--- src/rtl/fetch_stage.sv ---
// Instruction-fetch stage: PC -> imem req/ack handshake -> IF/ID register.
// Optional performance counters are enabled by defining FETCH_PERF_EN.
module fetch_stage #(
  parameter int              XLEN      = 32,
  parameter logic [XLEN-1:0] NOP_INSTR = {XLEN{1'b0}}
) (
  input  logic            clk,
  input  logic            rst,
  input  logic [XLEN-1:0] pc_in,
  output logic            pc_write,
  output logic            imem_req,
  output logic [XLEN-1:0] imem_addr,
  input  logic            imem_ack,
  input  logic [XLEN-1:0] imem_rdata,
  input  logic            stall,
  input  logic            flush,
  output logic            ifid_valid,
  output logic [XLEN-1:0] ifid_pc,
  output logic [XLEN-1:0] ifid_pc_plus4,
`ifdef FETCH_PERF_EN
  output logic [XLEN-1:0] ifid_instr,
  output logic [31:0]     perf_fetch_cnt,
  output logic [31:0]     perf_wait_cnt
`else
  output logic [XLEN-1:0] ifid_instr
`endif
);

  typedef enum logic [1:0] {
    ST_IDLE = 2'd0,
    ST_REQ  = 2'd1,
    ST_HOLD = 2'd2
  } state_t;

  localparam logic [XLEN-1:0] PC_STEP = XLEN'(3'd4);

  state_t            state_r;
  state_t            state_nxt_s;
  logic [XLEN-1:0]   hold_pc_r;
  logic [XLEN-1:0]   hold_instr_r;
  logic              pc_write_s;
  logic              fetch_load_s;
  logic              hold_load_s;
  logic              capture_s;
  logic              bubble_s;
  logic              discard_s;

  assign imem_req  = (state_r == ST_REQ);
  assign imem_addr = {pc_in[XLEN-1:2], 2'b00};
  assign pc_write  = pc_write_s;

  // Next-state and IF/ID update decisions; flush outranks stall outside IDLE.
  always_comb begin
    state_nxt_s  = state_r;
    pc_write_s   = 1'b0;
    fetch_load_s = 1'b0;
    hold_load_s  = 1'b0;
    capture_s    = 1'b0;
    bubble_s     = 1'b0;
    discard_s    = 1'b0;
    case (state_r)
      ST_IDLE: begin
        state_nxt_s = ST_REQ;
      end
      ST_REQ: begin
        if (flush) begin
          pc_write_s = 1'b1;
          bubble_s   = 1'b1;
          discard_s  = 1'b1;
        end else if (imem_ack && !stall) begin
          pc_write_s   = 1'b1;
          fetch_load_s = 1'b1;
        end else if (imem_ack && stall) begin
          capture_s   = 1'b1;
          state_nxt_s = ST_HOLD;
        end else if (!stall) begin
          bubble_s = 1'b1;
        end else begin
          bubble_s = 1'b0;
        end
      end
      ST_HOLD: begin
        if (flush) begin
          pc_write_s  = 1'b1;
          bubble_s    = 1'b1;
          discard_s   = 1'b1;
          state_nxt_s = ST_REQ;
        end else if (!stall) begin
          pc_write_s  = 1'b1;
          hold_load_s = 1'b1;
          state_nxt_s = ST_REQ;
        end else begin
          state_nxt_s = ST_HOLD;
        end
      end
      default: begin
        state_nxt_s = ST_IDLE;
      end
    endcase
  end

  // State, hold buffer and IF/ID pipeline register.
  always_ff @(posedge clk or posedge rst) begin
    if (rst) begin
      state_r       <= ST_IDLE;
      hold_pc_r     <= {XLEN{1'b0}};
      hold_instr_r  <= NOP_INSTR;
      ifid_valid    <= 1'b0;
      ifid_pc       <= {XLEN{1'b0}};
      ifid_pc_plus4 <= {XLEN{1'b0}};
      ifid_instr    <= NOP_INSTR;
    end else begin
      state_r <= state_nxt_s;
      if (capture_s) begin
        hold_pc_r    <= pc_in;
        hold_instr_r <= imem_rdata;
      end else if (discard_s) begin
        hold_pc_r    <= {XLEN{1'b0}};
        hold_instr_r <= NOP_INSTR;
      end
      // Bubbles keep the pc fields; only valid and the instruction change.
      if (bubble_s) begin
        ifid_valid <= 1'b0;
        ifid_instr <= NOP_INSTR;
      end else if (fetch_load_s) begin
        ifid_valid    <= 1'b1;
        ifid_pc       <= pc_in;
        ifid_pc_plus4 <= pc_in + PC_STEP;
        ifid_instr    <= imem_rdata;
      end else if (hold_load_s) begin
        ifid_valid    <= 1'b1;
        ifid_pc       <= hold_pc_r;
        ifid_pc_plus4 <= hold_pc_r + PC_STEP;
        ifid_instr    <= hold_instr_r;
      end
    end
  end

`ifdef FETCH_PERF_EN
  // Fetches that are kept, and request cycles spent waiting for memory.
  always_ff @(posedge clk or posedge rst) begin
    if (rst) begin
      perf_fetch_cnt <= 32'd0;
      perf_wait_cnt  <= 32'd0;
    end else begin
      if (imem_req && imem_ack && !flush) begin
        perf_fetch_cnt <= perf_fetch_cnt + 32'd1;
      end
      if (imem_req && !imem_ack) begin
        perf_wait_cnt <= perf_wait_cnt + 32'd1;
      end
    end
  end
`else
`endif

endmodule

--- config.mk ---
export PLATFORM = sky130hd
export DESIGN_NAME = fetch_stage
export DESIGN_NICKNAME = d
export VERILOG_FILES = /design/src/rtl/fetch_stage.sv
export SDC_FILE = /design/constraint.sdc
export NUM_CORES = 1
export LEC_CHECK = 0
export CAP_MARGIN = 40
export CELL_PAD_IN_SITES_DETAIL_PLACEMENT = 0
export CELL_PAD_IN_SITES_GLOBAL_PLACEMENT = 1
export CORE_MARGIN = 2
export CORE_UTILIZATION = 30
export CTS_CLUSTER_SIZE = 40
export DETAILED_ROUTE_END_ITERATION = 10
export PLACE_DENSITY = 0.75
export SETUP_SLACK_MARGIN = 0.2
export SLEW_MARGIN = 10
export SYNTH_ARGS = -nofsm -noshare
export SYNTH_HDL_FRONTEND = slang
export SYNTH_SLANG_ARGS = --single-unit
--- constraint.sdc ---
create_clock -name clk -period 6.7 [get_ports clk]
set_input_delay 1.34 -clock clk [delete_from_list [all_inputs] [get_ports clk]]
set_output_delay 1.34 -clock clk [all_outputs]
set_load 0.03 [all_outputs]
; ---- Word level (Yosys, flattened, before mapping)
; Cells that the tools add are included.
[classes]
n_mul = 0
addsub = 2
eq_ne = 5
n_mux = 38
shift = 0
bitwise_logic = 1
n_reduce_logical = 10
n_div = 0
magnitude_cmp = 0
[op_table]
columns = cell, n
row1 = $mux W32, 10
row2 = $add A32 B3 Y32 const B, 2
row3 = $mux W1, 20
row4 = $mux W2, 5
row5 = $pmux W2 S3, 1
row6 = $ne A2 B2 Y1 const B, 2
row7 = $pmux W1 S2, 2
row8 = $reduce_bool A2 Y1, 2
row9 = $reduce_and A3 Y1, 1
row10 = $reduce_bool A3 Y1, 1
row11 = $eq A2 B1 Y1 const B, 1
row12 = $eq A2 B2 Y1 const B, 1
row13 = $logic_and A1 B1 Y1, 2
row14 = $logic_not A2 Y1, 1
row15 = $ne A2 B1 Y1 const B, 1
row16 = $reduce_and A2 Y1, 1
row17 = $reduce_or A2 Y1, 1
row18 = $logic_not A1 Y1, 1
row19 = $not A1 Y1, 1
[word_totals]
output_inout_bits = 131
ram_bits = 0
in_bits = 69
latch_bits = 0
regBits = 163
n_memories = 0
romBits = 0

; ---- Depth between registers and ports, before layout
[logic_depth]
ltp_word = 7
ltp_mapped = 16

; ---- Least setup slack after synthesis
; OpenSTA, ideal clock, no wires.
[synth_path]
kind = input to register
from = input port stall
to = register ifid_pc_plus4[30]
t_arrival_ns = 4.087
required_time_ns = 6.605
stages = 14
setup_ns = 0.095
setup_slack_ns = 2.517
path_cell_list = nor4bb_1 buf_2 buf_2 buf_2 buf_2 nand2_1 nand2_1 ha_1 inv_1 or4_1 clkbuf_1 a21o_4 o31a_1 o31ai_1
[synth_via]
elab_chain_len = 7
elab_cells_between_ends = 17
[synth_lines]
columns = item, line
row1 = start: declaration, 15  ; input logic stall,
row2 = $mux W1 (tied with other cells), "76, 88"
row3 = $mux W1 / $logic_and A1 B1 Y1 (equally long branches), "73, 70"
row4 = $mux W1, 70  ; end else if (imem_ack && !stall) begin
row5 = $mux W1, 66  ; if (flush) begin
row6 = $pmux W1 S2 / $mux W1 (equally long branches), 61  ; case (state_r)
row7 = $not A1 Y1 (no line) / $reduce_bool A2 Y1 (equally long branches), --
row8 = $reduce_and A2 Y1 (no line), --
row9 = end signal: assignment, 110  ; ifid_pc_plus4 <= {XLEN{1'b0}};
row10 = end signal: assignment, 128  ; ifid_pc_plus4 <= pc_in + PC_STEP;
row11 = end signal: assignment, 133  ; ifid_pc_plus4 <= hold_pc_r + PC_STEP;
row12 = end: declaration, 19  ; output logic [XLEN-1:0] ifid_pc_plus4,
; Several ways; a longest one is shown, not always the timed one.
; A chain may end at the register's enable or synchronous reset.

; ---- Final worst setup path
[layout_path]
from = input port imem_ack
to = output port pc_write
[layout_via]
elab_chain_len = 4
[layout_lines]
columns = item, line
row1 = start: declaration, 13  ; input logic imem_ack,
row2 = $logic_and A1 B1 Y1, 70
row3 = $mux W1, 70
row4 = $mux W1, 66
row5 = $pmux W1 S2, 61
row6 = end: declaration, 10  ; output logic pc_write,
; No other way between the ends.

==> results.yml <==
layout:
  antenna_cells: 0
  drive_above_1_share_pct: 6.109
  n_fill_cell: 2511
  fin_cells: 1268
  fin_nets: 994
  area_growth_pct: 34.60
  fin_util_pct: 40.76
sta:
  max_freq_mhz: 232.2
  rsz0062_at_grt: "false"
  setup_tns_ns: 0
  slew_viol_final: 0
  setup_viol: 0
  skew_ns: 0.01285
  period_minus_slack_ns: 4.307
  period_share_pct: 64.28
  worstMarginPinSlew_ns: 0.8202
  finalWorstSetupSlack_ns: 2.393
  slew_headroom_pct: 45.32
  finalHoldViolCount: 0
cts:
  cts.path.max_buffers: 2
  cts_root_buf: "clkbuf_16"
  htree_num_levels: 4
  tritoncts: "built"
  numCtsBuffers: 17
  post-cts-setup-buffer-count: 0
  clk_pin_slew_ns: 0.07
  worstSkewPairLatency_ns: 0.43
  cts_resized: 0
  cts.hold.buffers_added: 0
  cts_sinks: 161
route:
  via_count: 6486
  route.met3.wl_mm: 1.785
  routed.top_layer: "met4"
  drt-total-wl_mm: 23.61
  dr_wl_met2_mm: 11.10
  drc: 0
  first_iter_violations: 432
  wire_per_inst_um: 18.62
  drt.antenna.violating_nets: 0
  vias_per_cell: 5.115
  met1Wirelength_mm: 10.51
  dr.pass1.iters: 5
place:
  pre_cts_ws_ns: 2.196
  hpwl_mm: 16.33
  port_buffers: 197
  gp_congestion: 0.8193
  place_inst: 1236
yosys:
  mappedNetlistArea_um2: 7801
  yosys.cell_types.count: 58
  synth-seq-cells: 161
  ys.flop_type: "dfrtp_1"
  postSynthCellCount: 774
  ys_warn_count: 0
  yosysSeqAreaShare_pct: 51.64
  avgSynthCellArea_um2: 10.08
  async_flop_share_pct: 100.0
  synth_edf_count: 0
worst_setup_path:
  start_kind: "input pin"
  path_cells: "clkdlybuf4s50_1 > nor2_1 > nor2_1 > o21a_1 > clkdlybuf4s50_1"
  ff2ff_path_depth: 11
  end_kind: "output port"
  max_stage_delay_ns: 0.70
  critical_path_arrival_ns: 2.97
  cp.required_ns: 5.36
  path_class: "in -> out"
  cp_max_fo: 6
  worst_path_max_delay_cell: "clkdlybuf4s50_1"
global_routing:
  grt_usage_pct: 17.70
  overflow: 0
  grt_pass1_wl_mm: 37.09
  grt_max_degree: 83
  first_global_vias: 6451
  antenna_found_initial: 0
hold_path:
  worstHoldPathCells: 2
  hold_class: "reg -> reg"
floorplanning:
  ioPinCount: 200
  die-area_um2: 27310
  initial_core_util_pct: 30.28
  core_um2: 25760
  die_h_um: 165.3
  die_x_um: 165.3
  rows: 59
power:
  peakVddDrop_v: 0.0001759
  p_leak_nw: 4.276
  p_per_area_nw_per_um2: 370.5
  fin_total_pwr_w: 0.003891
outcome:
  status: "finished clean"
job:
  cap_viol_max_count: 0
metrics by stage:
| step | instance area (um^2) | hold slack, ns |
|---|---|---|
| finish | 10500 | 0.4760 |
| global route | 10500 | 0.5059 |
| CTS | 10500 | 0.4791 |
| detailed placement | 9907 | 0.4628 |
| global placement | 9859 | 0.4623 |
| floorplan | 7805 | 0.4654 |
sequential cells by signal, summed over array words and instances (netlist names):
name           flops
hold_instr_r      32
hold_pc_r         32
ifid_instr        32
ifid_pc           32
ifid_pc_plus4     30
state_r            2
ifid_valid         1
cell usage after synthesis (13+ instances only):
library cell | count | area (um^2)
dfrtp_1 | 161 | 4029
nand2_1 | 137 | 514.2
o21ai_0 | 69 | 345.3
a22o_1 | 64 | 560.5
mux2i_1 | 52 | 520.5
buf_4 | 34 | 255.2
nand3_1 | 33 | 165.2
clkbuf_1 | 26 | 97.59
nor2_1 | 23 | 86.33
buf_2 | 19 | 95.09
nor4_1 | 13 | 81.33
xor2_1 | 13 | 113.9
metal layers:
metal,vias up,global-route usage [%]
met5,-,0
met3,16,5.519
li1,3057,-
met1,3193,23.88
met2,220,28.09
met4,0,3.597
power breakdown:
group / total [W] / switching, W / internal [W]
clock network: 0.000980 / 0.000450 / 0.000530
logic: 0.00149 / 0.000894 / 0.000596
registers: 0.00142 / 0.000194 / 0.00123
total: 0.00389 / 0.00154 / 0.00235
final timing paths:
check	start	slack, ns	end
setup / recovery	imem_ack	2.39	pc_write
hold / removal	ifid_pc[22]$_DFFE_PP0P_	0.48	ifid_pc[22]$_DFFE_PP0P_
setup reg to reg	state_r[1]$_DFFE_PP0P_	3.28	ifid_pc_plus4[30]$_DFFE_PP0P_
hold reg to reg	ifid_pc[22]$_DFFE_PP0P_	0.48	ifid_pc[22]$_DFFE_PP0P_
max in group asynchronous	rst	4.22	hold_instr_r[11]$_DFFE_PP0P_
min in group asynchronous	rst	1.36	hold_instr_r[6]$_DFFE_PP0P_
kinds of logic after synthesis:
group                    synth area share (%)
XOR/XNOR                                2.245
buffers and inverters                   6.319
flip-flops                              51.64
multiplexers                            7.105
adder cells (fa/ha/maj)                0.8019
AND/OR/NAND/NOR                         14.34
other                                 0.04807
AO/OA/AOI/OAI                           17.50
critical path, delay by kind of cell:
family / cells / cell delay (ns)
buf+inv: 2 / 1.31
simple gates: 2 / 0.18
compound gates: 1 / 0.14
cells in the final DEF, fill, tap and decap left out, types with 3 or more instances in the layout:
cell	netlist	routed
a21oi_1	10	9
a22o_1	64	64
a31oi_1	10	10
and4_1	3	3
buf_4	34	10
clkbuf_16	0	17
clkdlybuf4s50_1	0	197
clkinvlp_4	0	4
dfrtp_1	161	161
ha_1	5	5
inv_1	8	7
inv_6	0	7
mux2_2	3	3
mux2i_1	52	52
nand2_1	137	137
nand3_1	33	33
nand4_1	10	10
nor2_1	23	21
nor2b_1	4	3
nor3_1	10	10
nor4_1	13	13
o211ai_1	3	3
o21a_1	5	5
o21ai_0	69	69
o31ai_1	5	5
or4_1	4	4
xnor2_1	7	7
xor2_1	13	13
final cells by class:
| cell class | instances | area, um^2 | share of cell area [%] |
|---|---|---|---|
| Sequential cell | 161 | 4029 | 38.37 |
| Multi-Input combinational cell | 523 | 3329 | 31.71 |
| Timing Repair Buffer | 209 | 2095 | 19.95 |
| Clock buffer | 17 | 425.4 | 4.051 |
| Tap cell | 335 | 419.2 | 3.992 |
| Clock inverter | 15 | 167.7 | 1.597 |
| Inverter | 8 | 35.03 | 0.3337 |
No activity file was read; power rests on OpenSTA's default activity.
